**src/rtl/cpu_pkg.sv**
```systemverilog
// Shared definitions for the pipelined core front end.
// Latency: n/a (types and constants only).
// Backpressure: n/a.
package cpu_pkg;

    localparam int D_DEFAULT  = 10;   // program-counter width
    localparam int IW_DEFAULT = 9;    // instruction width
    localparam int CW_DEFAULT = 16;   // performance-counter width

    // Halt is the all-ones encoding, NOP the all-zeros encoding. Users
    // replicate bit 0 to whatever instruction width they are built with.
    localparam logic [IW_DEFAULT-1:0] HALT_CODE = '1;
    localparam logic [IW_DEFAULT-1:0] NOP_CODE  = '0;

    typedef enum logic {
        RUN  = 1'b0,
        HALT = 1'b1
    } fetch_state_t;

endpackage

```
**src/rtl/fetch_pc.sv**
```systemverilog
// Program counter register: hold, absolute load, or increment with wrap.
// Latency: new PC visible one cycle after the controlling inputs.
// Backpressure: hold has priority over load; load over increment.
//
// Ports:
//   clk      core clock
//   rst_n    asynchronous active-low reset, loads START
//   hold     keep current PC
//   load     take load_val (branch target)
//   load_val absolute target
//   pc       current program counter
module fetch_pc
    import cpu_pkg::*;
#(
    parameter int           D     = D_DEFAULT,
    parameter logic [D-1:0] START = '0
) (
    input  logic         clk,
    input  logic         rst_n,
    input  logic         hold,
    input  logic         load,
    input  logic [D-1:0] load_val,
    output logic [D-1:0] pc
);

    localparam logic [D-1:0] PC_ONE = {{(D-1){1'b0}}, 1'b1};

    always_ff @(posedge clk or negedge rst_n) begin
        if (!rst_n) begin
            pc <= START;
        end else if (hold) begin
            pc <= pc;
        end else if (load) begin
            pc <= load_val;
        end else begin
            // Natural D-bit overflow gives the wrap to 0.
            pc <= pc + PC_ONE;
        end
    end

endmodule

```
**src/rtl/fetch_pipe.sv**
```systemverilog
// Instruction-fetch front end: PC, IF/ID register, halt FSM, cycle/retire counters.
// Latency: instruction at imem_addr A appears on id_instr one cycle later; branch costs one bubble.
// Backpressure: stall holds PC and IF/ID; stall outranks branch_en; HALT freezes everything until reset.
//
// Ports:
//   clk, reset                  core clock, async active-low reset
//   stall                       hold PC and IF/ID
//   branch_en, branch_target    taken branch from ID, absolute target
//   imem_addr, imem_data        instruction ROM address (= pc) and combinational data
//   id_valid, id_instr, id_pc   IF/ID stage contents
//   done                        sticky halt indicator
//   cycle_count, retire_count   saturating RUN-cycle and retired-instruction counters
module fetch_pipe
    import cpu_pkg::*;
#(
    parameter int           D     = D_DEFAULT,
    parameter int           IW    = IW_DEFAULT,
    parameter logic [D-1:0] START = '0,
    parameter int           CW    = CW_DEFAULT
) (
    input  logic          clk,
    input  logic          reset,
    input  logic          stall,
    input  logic          branch_en,
    input  logic [D-1:0]  branch_target,
    output logic [D-1:0]  imem_addr,
    input  logic [IW-1:0] imem_data,
    output logic          id_valid,
    output logic [IW-1:0] id_instr,
    output logic [D-1:0]  id_pc,
    output logic          done,
    output logic [CW-1:0] cycle_count,
    output logic [CW-1:0] retire_count
);

    localparam logic [IW-1:0] HALT_INSTR = {IW{HALT_CODE[0]}};
    localparam logic [IW-1:0] NOP_INSTR  = {IW{NOP_CODE[0]}};
    localparam logic [CW-1:0] CNT_ONE    = {{(CW-1){1'b0}}, 1'b1};
    localparam logic [CW-1:0] CNT_MAX    = '1;

    fetch_state_t state, state_nxt;
    logic [D-1:0] pc;
    logic         running;
    logic         advance;     // IF/ID may change this edge
    logic         halt_take;   // halt instruction leaves ID this edge
    logic         pc_hold;

    assign running   = (state == RUN);
    assign advance   = running && !stall;
    assign halt_take = advance && id_valid && (id_instr == HALT_INSTR);
    // The halt edge freezes the PC so imem_addr stays on the next unexecuted word.
    assign pc_hold   = !advance || halt_take;

    fetch_pc #(
        .D     (D),
        .START (START)
    ) u_pc (
        .clk      (clk),
        .rst_n    (reset),
        .hold     (pc_hold),
        .load     (branch_en),
        .load_val (branch_target),
        .pc       (pc)
    );

    assign imem_addr = pc;
    assign done      = (state == HALT);

    // FSM
    always_ff @(posedge clk or negedge reset) begin
        if (!reset) begin
            state <= RUN;
        end else begin
            state <= state_nxt;
        end
    end

    always_comb begin
        state_nxt = state;
        case (state)
            RUN:     if (halt_take) state_nxt = HALT;
            HALT:    state_nxt = HALT;
            default: state_nxt = RUN;
        endcase
    end

    // IF/ID register. id_pc is left alone on bubbles; it is only
    // meaningful while id_valid is set.
    always_ff @(posedge clk or negedge reset) begin
        if (!reset) begin
            id_valid <= 1'b0;
            id_instr <= NOP_INSTR;
            id_pc    <= '0;
        end else if (advance) begin
            if (halt_take || branch_en) begin
                id_valid <= 1'b0;
                id_instr <= NOP_INSTR;
            end else begin
                id_valid <= 1'b1;
                id_instr <= imem_data;
                id_pc    <= pc;
            end
        end
    end

    // Saturating performance counters, frozen once halted.
    always_ff @(posedge clk or negedge reset) begin
        if (!reset) begin
            cycle_count  <= '0;
            retire_count <= '0;
        end else if (running) begin
            if (cycle_count != CNT_MAX) begin
                cycle_count <= cycle_count + CNT_ONE;
            end
            if (id_valid && !stall && (retire_count != CNT_MAX)) begin
                retire_count <= retire_count + CNT_ONE;
            end
        end
    end

endmodule
```
**config.mk**
```make
export PLATFORM = sky130hd
export DESIGN_NAME = fetch_pipe
export DESIGN_NICKNAME = d
export VERILOG_FILES = /design/src/rtl/cpu_pkg.sv /design/src/rtl/fetch_pc.sv /design/src/rtl/fetch_pipe.sv
export SDC_FILE = /design/constraint.sdc
export NUM_CORES = 1
export LEC_CHECK = 0
export CAP_MARGIN = 20
export CORE_MARGIN = 2
export CORE_UTILIZATION = 43
export CTS_CLUSTER_DIAMETER = 30
export DETAILED_ROUTE_END_ITERATION = 8
export PLACE_DENSITY = 0.76
export SETUP_SLACK_MARGIN = 0.02
export SLEW_MARGIN = 10
export SYNTH_ARGS = -nofsm -noshare
export SYNTH_HDL_FRONTEND = slang
export SYNTH_SLANG_ARGS = --single-unit
```
**constraint.sdc**
```tcl
create_clock -name clk -period 1.6 [get_ports clk]
set_clock_uncertainty 0.15 [all_clocks]
set_input_delay 0.24 -clock clk [delete_from_list [all_inputs] [get_ports clk]]
set_output_delay 0.24 -clock clk [all_outputs]
set_load 0.1 [all_outputs]
```
==> metrics.yaml <==
outcome:
  status: "complete, but fails checks"
  violations: "negative setup slack"
drt:
  drc: 0
  wl_per_cell_um: 21.82
  postRouteAntennaNets: 0
  vias: 3128
  viasPerCell: 5.698
  first_pass_iters: 5
  drt_iter0_markers: 211
  wl_mm: 11.98
synthesis:
  synth_flop_cell: "dfrtp_1"
  synth_edf_count: 0
  synth_area_leaders: "dfrtp_1, mux2_4, xnor2_1, xor2_1, a22o_1"
  synthArstFlopShare: 1.000
  yosysUniqueCellTypes: 54
  yosys.area.top_type_share: 0.5095
  yosys.cell_count.top_type: "dfrtp_1"
  syn_area_um2: 3094
  yosys_warnings: 0
  synthTopCellsByCount: "dfrtp_1, nor2_1, nand2_1, nand3_1"
  yosysTopAreaCell: "dfrtp_1"
  ys_ff_latch: 63
  synthCells: 271
  yosysSeqAreaShare: 0.5095
  syn-num-nets: 297
  avgSynthCellArea_um2: 11.42
critical_path:
  rrSetupSlack_ns: -0.25
  crit_required_ns: 1.68
  critical_path_arrival_ns: 1.93
  r2r_cells: 5
  r2r_start: "cycle_count[1]"
  crit_fanout: 4
  reg2reg_to: "cycle_count[1]"
  crit_type: "reg -> reg"
  critPathCapture: "cycle_count[1]"
  start_kind: "flip-flop"
  critical_path.startpoint: "cycle_count[1]"
  end_kind: "flip-flop"
floorplan:
  die_h_um: 88.83
  die_width_um: 88.83
  io_pins: 86
  coreArea_um2: 6869
  rows: 30
  die_area_um2: 7891
  start_util: 0.4505
global_route:
  grt_pass1_wl_mm: 15.28
  grt_start_max_net_pins: 64
  gr-total-overflow: 0
  grtUsageTotal: 0.2538
  antenna_found_initial: 0
  grt_pass1_vias: 3110
placement:
  portBuffers: 85
  place_congestion: 0.9195
  place_ws_ns: -0.3445
  dp.cells: 512
  place_area_um2: 5533
  dp_hpwl_mm: 6.372
clocking:
  cts_num_sinks: 63
  cts.path.max_buffers: 2
  cts_tree: "done"
  cts_made_buffers: 9
  cts_root_buf: "clkbuf_8"
  htree_levels: 3
  clkTransAtPathRegs_ns: 0.07
  insertion_delay_ns: 0.34
timing:
  slew_headroom: 0.7301
  grt_setup_unrepaired: "yes"
  fin_ws_ns: -0.2468
  period_minus_slack_ns: 1.847
  hold_viol: 0
  drv_slew: 0
  finalSetupTns_ns: -8.279
  tightestPinTransition_ns: 0.4018
  setup_violations: 64
  min_period_over_period: 1.154
  fmax_mhz: 541.5
final_layout:
  synthToLayoutAreaGrowth_pct: 99.07
  nNetsFinal: 474
  drive_above_1_share: 0.6468
  design_area_um2: 6160
  fin_cells: 549
  n_antenna_cell: 0
flow_run:
  max_cap_violations: 0
power_and_ir_drop:
  p_total_w: 0.003018
  power_frac_seq: 0.527
  swShare: 0.2392
  switching_power_w: 0.0007221
  leakage_nw: 2.575
  combPwrFrac: 0.047
  p_per_area_nw_per_um2: 490.0
  cell_internal_pwr_w: 0.002296
  max-vdd-ir-drop_v: 0.0004296
  p_clk_frac: 0.427
hold_path:
  holdCritPathClass: "in -> async"
registers in the layout, indices dropped and copies added, names as in the netlist:
register / cells
u_pc.pc: 10
id_instr: 9
retire_count: 16
id_pc: 10
id_valid: 1
done: 1
cycle_count: 16
how the worst min path moves through the flow:
stage | depth (start not counted) | endpoint | startpoint | slack (ns)
after global placement | 2 | cycle_count[0] | reset | 0.12
after floorplan | 0 | id_pc[0] | reset | -0.21
final | 3 | id_instr[8] | reset | 0.29
after CTS | 3 | cycle_count[1] | reset | 0.30
after detailed placement | 2 | cycle_count[1] | reset | 0.13
after global routing | 3 | id_instr[4] | reset | 0.36
routing by layer:
layer	GRT usage	vias up	wire, µm
li1	-	1348	-
met1	0.3307	1584	4602
met2	0.4118	161	6274
met3	0.04664	35	737
met4	0.1157	0	364
met5	0	-	0
timing repair:
action,in CTS,in global routing
setup buffers,9,10
endpoints found under the setup margin,54,62
gates cloned,0,2
hold buffers,1,0
gates resized for setup,32,32
hold endpoints to repair,63,0
pin swaps,20,14
kinds of logic (layout without fill, tap and decap cells):
family	Yosys count	count (layout)	share of synthesized area
and+or+nand+nor	102	102	0.2034
buffers and inverters	15	197	0.02264
muxes	17	17	0.07238
adders and majority gates	3	3	0.01213
DFF	63	63	0.5095
xor gates and xnor gates	23	23	0.06510
AOI/OAI and AO/OA	48	48	0.1148
cells in the final DEF (no fill, tap or decap), types with 3 or more instances in the layout:
cell              n
and4_1            3
buf_4            67
inv_1             5
clkinv_2          4
nand2_1          11
nor3_4            3
dfrtp_1          11
nand4_1          12
buf_6            16
nor3b_2           3
nor3_1            3
buf_12           66
nand3_1           6
nor2_4            6
xnor2_1          11
nand2b_1          3
mux2_4           13
nand3_2           5
a22o_1            9
o22a_1            3
dfrtp_4          45
nor4_4            4
nor2_1           11
mux2i_1           3
and3_4            3
dfrtp_2           7
clkbuf_8         11
xor2_1           10
a21oi_1           7
nand3_4           3
clkdlybuf4s50_1  21
o21ai_0           7
nand2_2           3
worst max-delay path, cell delays in order (launching register included):
cell,delay [ns]
dfrtp_4,0.49
ha_4,0.18
and3_4,0.20
a41oi_4,0.26
buf_12,0.16
mux2_4,0.29
area by class of cell:
cell class              count  area, µm²
fillers                   248      709.4
clock buffers              12      155.1
clock inverters             4      20.02
well taps                  96      120.1
repair buffers            175       2285
inverters                   6      22.52
flip-flops and latches     63       1754
multi-input cells         193       1803
metrics by stage:
stage	hold WS, ns	utilization
after global routing	0.3592	0.8967
after CTS	0.3019	0.8645
after global placement	0.1212	0.8055
final	0.2935	0.8967
after detailed placement	0.1274	0.8055
after floorplan	-0.2056	-
power by group through the flow:
stage / logic [W] / registers (W) / clock network [W]
2_1_floorplan: 0.0000246 / 0.00162 / 0
3_3_place_gp: 0.000125 / 0.00162 / 0
3_5_place_dp: 0.000130 / 0.00162 / 0
4_1_cts: 0.000133 / 0.00159 / 0.00127
5_1_grt: 0.000151 / 0.00159 / 0.00136
6_report: 0.000141 / 0.00159 / 0.00129
Note: power is estimated with default switching activity, not from simulation.
